[src/rtl/cpu_mem_req_master.sv]
// Host-side initiator for the cpuMem port: turns single valid/ready register accesses into
// level-held cpuMemReq transactions, waits for the ack pulse and returns data or a timeout.
module cpu_mem_req_master #(
  parameter int unsigned           ADDR_WIDTH   = 8,
  parameter int unsigned           DATA_WIDTH   = 16,
  parameter int unsigned           TIMEOUT      = 64,
  parameter int unsigned           GAP_CYCLES   = 2,
  parameter logic [DATA_WIDTH-1:0] TIMEOUT_DATA = {DATA_WIDTH{1'b1}}
) (
  input  logic                  clockCore,
  input  logic                  resetCore,
  input  logic                  hostReqVld,
  output logic                  hostReqRdy,
  input  logic                  hostReqRd,
  input  logic [ADDR_WIDTH-1:0] hostReqAddr,
  input  logic [DATA_WIDTH-1:0] hostReqWrData,
  output logic                  hostRspVld,
  output logic                  hostRspErr,
  output logic [DATA_WIDTH-1:0] hostRspRdData,
  output logic                  cpuMemReq,
  output logic                  cpuMemRd,
  output logic [ADDR_WIDTH-1:0] cpuMemAddr,
  output logic [DATA_WIDTH-1:0] cpuMemWrData,
  input  logic                  cpuMemAck,
  input  logic [DATA_WIDTH-1:0] cpuMemRdData,
  output logic [7:0]            timeoutCnt
);

  typedef enum logic [1:0] {
    StIdle,
    StReq,
    StGap,
    StDrain
  } state_e;

  localparam int unsigned     GapW      = (GAP_CYCLES > 1) ? $clog2(GAP_CYCLES) : 1;
  localparam logic [15:0]     TimerLast = 16'(TIMEOUT - 1);
  localparam logic [GapW-1:0] GapLast   = GapW'(GAP_CYCLES - 1);

  state_e                state_q, state_d;
  logic [15:0]           timer_q, timer_d;
  logic [GapW-1:0]       gap_q, gap_d;
  logic                  req_q, req_d;
  logic                  rd_q, rd_d;
  logic [ADDR_WIDTH-1:0] addr_q, addr_d;
  logic [DATA_WIDTH-1:0] wr_data_q, wr_data_d;
  logic                  rsp_vld_q, rsp_vld_d;
  logic                  rsp_err_q, rsp_err_d;
  logic [DATA_WIDTH-1:0] rsp_data_q, rsp_data_d;
  logic [7:0]            to_cnt_q, to_cnt_d;

  always_comb begin
    state_d    = state_q;
    timer_d    = timer_q;
    gap_d      = gap_q;
    req_d      = req_q;
    rd_d       = rd_q;
    addr_d     = addr_q;
    wr_data_d  = wr_data_q;
    rsp_vld_d  = 1'b0;
    rsp_err_d  = rsp_err_q;
    rsp_data_d = rsp_data_q;
    to_cnt_d   = to_cnt_q;

    unique case (state_q)
      StIdle: begin
        if (hostReqVld) begin
          rd_d      = hostReqRd;
          addr_d    = hostReqAddr;
          wr_data_d = hostReqWrData;
          req_d     = 1'b1;
          timer_d   = '0;
          state_d   = StReq;
        end
      end
      StReq: begin
        timer_d = timer_q + 16'd1;
        // An ack arriving in the timeout cycle still completes the access normally.
        if (cpuMemAck) begin
          req_d      = 1'b0;
          rsp_vld_d  = 1'b1;
          rsp_err_d  = 1'b0;
          rsp_data_d = rd_q ? cpuMemRdData : '0;
          gap_d      = '0;
          state_d    = StGap;
        end else if (timer_q == TimerLast) begin
          req_d      = 1'b0;
          rsp_vld_d  = 1'b1;
          rsp_err_d  = 1'b1;
          rsp_data_d = TIMEOUT_DATA;
          to_cnt_d   = (to_cnt_q == 8'hff) ? to_cnt_q : to_cnt_q + 8'd1;
          timer_d    = '0;
          state_d    = StDrain;
        end
      end
      StDrain: begin
        // The controller may still complete the abandoned access; its ack is swallowed here.
        timer_d = timer_q + 16'd1;
        if (cpuMemAck || (timer_q == TimerLast)) begin
          gap_d   = '0;
          state_d = StGap;
        end
      end
      StGap: begin
        if (gap_q == GapLast) begin
          state_d = StIdle;
        end else begin
          gap_d = gap_q + GapW'(1);
        end
      end
      default: state_d = StIdle;
    endcase
  end

  always_ff @(posedge clockCore or negedge resetCore) begin
    if (!resetCore) begin
      state_q    <= StIdle;
      timer_q    <= '0;
      gap_q      <= '0;
      req_q      <= 1'b0;
      rd_q       <= 1'b0;
      addr_q     <= '0;
      wr_data_q  <= '0;
      rsp_vld_q  <= 1'b0;
      rsp_err_q  <= 1'b0;
      rsp_data_q <= '0;
      to_cnt_q   <= '0;
    end else begin
      state_q    <= state_d;
      timer_q    <= timer_d;
      gap_q      <= gap_d;
      req_q      <= req_d;
      rd_q       <= rd_d;
      addr_q     <= addr_d;
      wr_data_q  <= wr_data_d;
      rsp_vld_q  <= rsp_vld_d;
      rsp_err_q  <= rsp_err_d;
      rsp_data_q <= rsp_data_d;
      to_cnt_q   <= to_cnt_d;
    end
  end

  assign hostReqRdy    = (state_q == StIdle);
  assign hostRspVld    = rsp_vld_q;
  assign hostRspErr    = rsp_err_q;
  assign hostRspRdData = rsp_data_q;
  assign cpuMemReq     = req_q;
  assign cpuMemRd      = rd_q;
  assign cpuMemAddr    = addr_q;
  assign cpuMemWrData  = wr_data_q;
  assign timeoutCnt    = to_cnt_q;

endmodule

[config.mk]
export PLATFORM = sky130hd
export DESIGN_NAME = cpu_mem_req_master
export DESIGN_NICKNAME = d
export VERILOG_FILES = /design/src/rtl/cpu_mem_req_master.sv
export SDC_FILE = /design/constraint.sdc
export NUM_CORES = 1
export LEC_CHECK = 0
export CAP_MARGIN = 20
export CORE_UTILIZATION = 30
export DETAILED_ROUTE_END_ITERATION = 10
export GPL_TIMING_DRIVEN = 0
export PLACE_DENSITY = 0.67
export SYNTH_ARGS = -nofsm -noshare
export SYNTH_HDL_FRONTEND = slang
export SYNTH_SLANG_ARGS = --single-unit
[constraint.sdc]
create_clock -name clockCore -period 2 [get_ports clockCore]
set_input_delay 0.2 -clock clockCore [delete_from_list [all_inputs] [get_ports clockCore]]
set_output_delay 0.2 -clock clockCore [all_outputs]
set_load 0.05 [all_outputs]
==> results.cfg <==
[global_route]
antenna_found_initial = 0
grt_max_degree = 51
grt_pass1_wl_um = 13170
grt_pass1_vias = 2721
grt.overflow.total = 0
track_usage = 0.1463

[setup_path]
cp.required_ps = 2200
worstSetupPathType = reg2reg
arrival_ps = 2150
r2r-start = timer_q[0]
r2r_end = timer_q[5]
reg2regPathDepth = 6
start_kind = flop
critPathCaptureType = flop
crit_fanout = 9
r2r_slack_ps = 50

[hold_path]
worstHoldPathType = in2async

[placed_design]
dp_hpwl_um = 5445
portBuffers = 97
gp_congestion = 0.8208
placed_cell_area_um2 = 4438
numPlacedInstances = 528

[final_layout]
stdcell_count = 549
syn2layout_area_growth_pct = 42.51
fin_area_um2 = 4652
final_nets = 455
layout-drive-gt1-share = 0.1719
diodes = 0

[synth]
synth_nets = 341
synth_area_leaders = dfrtp_1 (54%), mux2_2 (9.3%), nand3_1 (4.6%)
seq_area_frac_synth = 0.5443
syn_area_per_cell_um2 = 11.10
syn-instance-count = 294
synth_flop_cell = dfrtp_1
synth_compound_area_frac = 0.1046
synthMostInstantiatedCell = dfrtp_1
synthMuxAreaShare = 0.09927
yosysTopAreaCellShare = 0.5443
ys_ff_latch = 71
synth_edf_count = 0
synth_top_family_by_area = simple AND/OR/NAND/NOR gates
synth_xor_area_frac = 0.01878
async_flop_share = 1.000
synth-simple-area-share = 0.1882
netlist_top_cells_count = dfrtp_1 (71), nand2_1 (37), nand3_1 (30), mux2_2 (27), o21a_1 (17)
yosysWarnings = 0
yosys.area.top_type = dfrtp_1
synth_cell_types = 45
syn_area_um2 = 3264
synthAdderAreaFrac = 0.007666

[route]
antenna_left = 0
vias_per_cell = 4.909
wl_per_cell_um = 14.31
drc = 0
dr.first_iter.drc_count = 142
first_pass_iters = 5
vias = 2695
drt_wl_total_um = 7856

[clocking]
htreeDepth = 3
clock-sinks = 71
path_clk_slew_ps = 70
ctsRootBufferMaster = clkbuf_8
clockBufferDepth = 2
worst_skew_pair.late_latency_ps = 340
cts_buffers = 9
cts_tree = done

[die]
die_area_um2 = 11300
num_rows = 37
fp.dieW_um = 106.3
ios = 98
design.core.area_um2 = 10420
die_h_um = 106.3
initial_utilization = 0.3134

[power_and_ir_drop]
cellLeakagePower_uw = 0.001895
total_power_uw = 7208
power-per-cell-area_nw_per_um2 = 1549
ir_worst_vdd_mv = 0.8537

[sta]
slew_violations = 0
rsz0062_at_grt = yes
setup_viol = 0
slew_headroom = 0.5741
hold_viol_final = 0
max_freq_mhz = 513.0
clock-skew-final_ps = 8.505
fin_crit_sh = 0.9746
min_period_ps = 1949
worstMarginPinSlew_ps = 636.5

[run_status]
status = completed

[run]
maxCapViolCount = 0
-- where the power goes --
part           switching (uW)  internal, uW
Clock                     538           438
Sequential                284          1950
Combinational            2540          1460
Total                    3370          3840
-- kinds of logic (layout without fill, tap and decap cells) --
| family | Yosys count | count (layout) |
|---|---|---|
| xor gates and xnor gates | 7 | 7 |
| and+or+nand+nor | 114 | 114 |
| AOI/OAI and AO/OA | 49 | 49 |
| DFF | 71 | 71 |
| buffers and inverters | 22 | 141 |
| adders and majority gates | 2 | 2 |
| muxes | 29 | 29 |
-- final cells by class --
cell class / count / area (um^2)
clock inverters: 7 / 40.04
flip-flops and latches: 71 / 1777
repair buffers: 104 / 1042
multi-input cells: 201 / 1389
clock buffers: 9 / 123.9
inverters: 4 / 15.01
fillers: 985 / 5764
well taps: 136 / 170.2
plain buffers: 17 / 95.09
-- layer usage --
layer  vias up  wire [um]  track usage
met5         -          0            0
met2        81       3744       0.2287
met3         8        602      0.04476
met1      1319       3437       0.1868
met4         0         72      0.06250
li1       1287          -            -
-- what timing repair did --
item,in CTS,in global routing
hold endpoints to repair,21,0
gates resized for setup,3,2
hold buffers,1,0
setup buffers,2,3
endpoints found under the setup margin,16,16
pin swaps,0,1
-- placed cells by master (no fill, tap or decap), drive strengths merged, types with 3 or more instances in the layout --
cell type,count
and3,3
nand2b,3
o211ai,5
nand3,30
o21a,17
clkdlybuf4s50,95
buf,18
xor2,3
nor2,5
inv,3
nand4,12
mux2,27
xnor2,4
nor4,3
and4,4
clkinv,6
nand2,37
dfrtp,71
or3,6
o21ai,8
a21oi,9
clkbuf,15
-- metrics by stage --
stage / utilization / hold slack [ps] / setup WS (ps) / TNS [ps]
floorplan: - / -95.59 / 95.29 / 0
global placement: 0.4237 / 440.5 / -1792 / -127210
detailed placement: 0.4261 / 118.5 / -95.58 / -788.1
CTS: 0.4447 / 294.7 / 19.73 / 0
global route: 0.4466 / 334.6 / -46.23 / -204.0
finish: 0.4466 / 299.0 / 50.72 / 0
-- worst max path at each step --
| stage | startpoint | end | slack (ps) | cells after the start |
|---|---|---|---|---|
| finish | timer_q[0] | timer_q[5] | 50 | 6 |
| global route | timer_q[0] | timer_q[9] | -50 | 6 |
| CTS | timer_q[0] | hostRspRdData[15] | 20 | 9 |
| detailed placement | timer_q[0] | timer_q[8] | -100 | 6 |
| global placement | resetCore | cpuMemAddr[3] | -1790 | 1 |
| floorplan | timer_q[0] | hostRspRdData[10] | 100 | 9 |
-- critical path, stage by stage, from the launching register on --
cell and delay (ps):
dfrtp_1 380, ha_2 190, buf_6 130, and4bb_4 240
nand4_1 280, o21ai_2 440, o211ai_1 160
-- sequential cells by signal, summed over array words and instances (netlist names) --
signal         flops
cpuMemAddr         8
cpuMemRd           1
cpuMemReq          1
cpuMemWrData      16
gap_q              1
hostRspErr         1
hostRspRdData     16
hostRspVld         1
state_q            2
timeoutCnt         8
timer_q           16
Power figures use the tool's default switching activity.
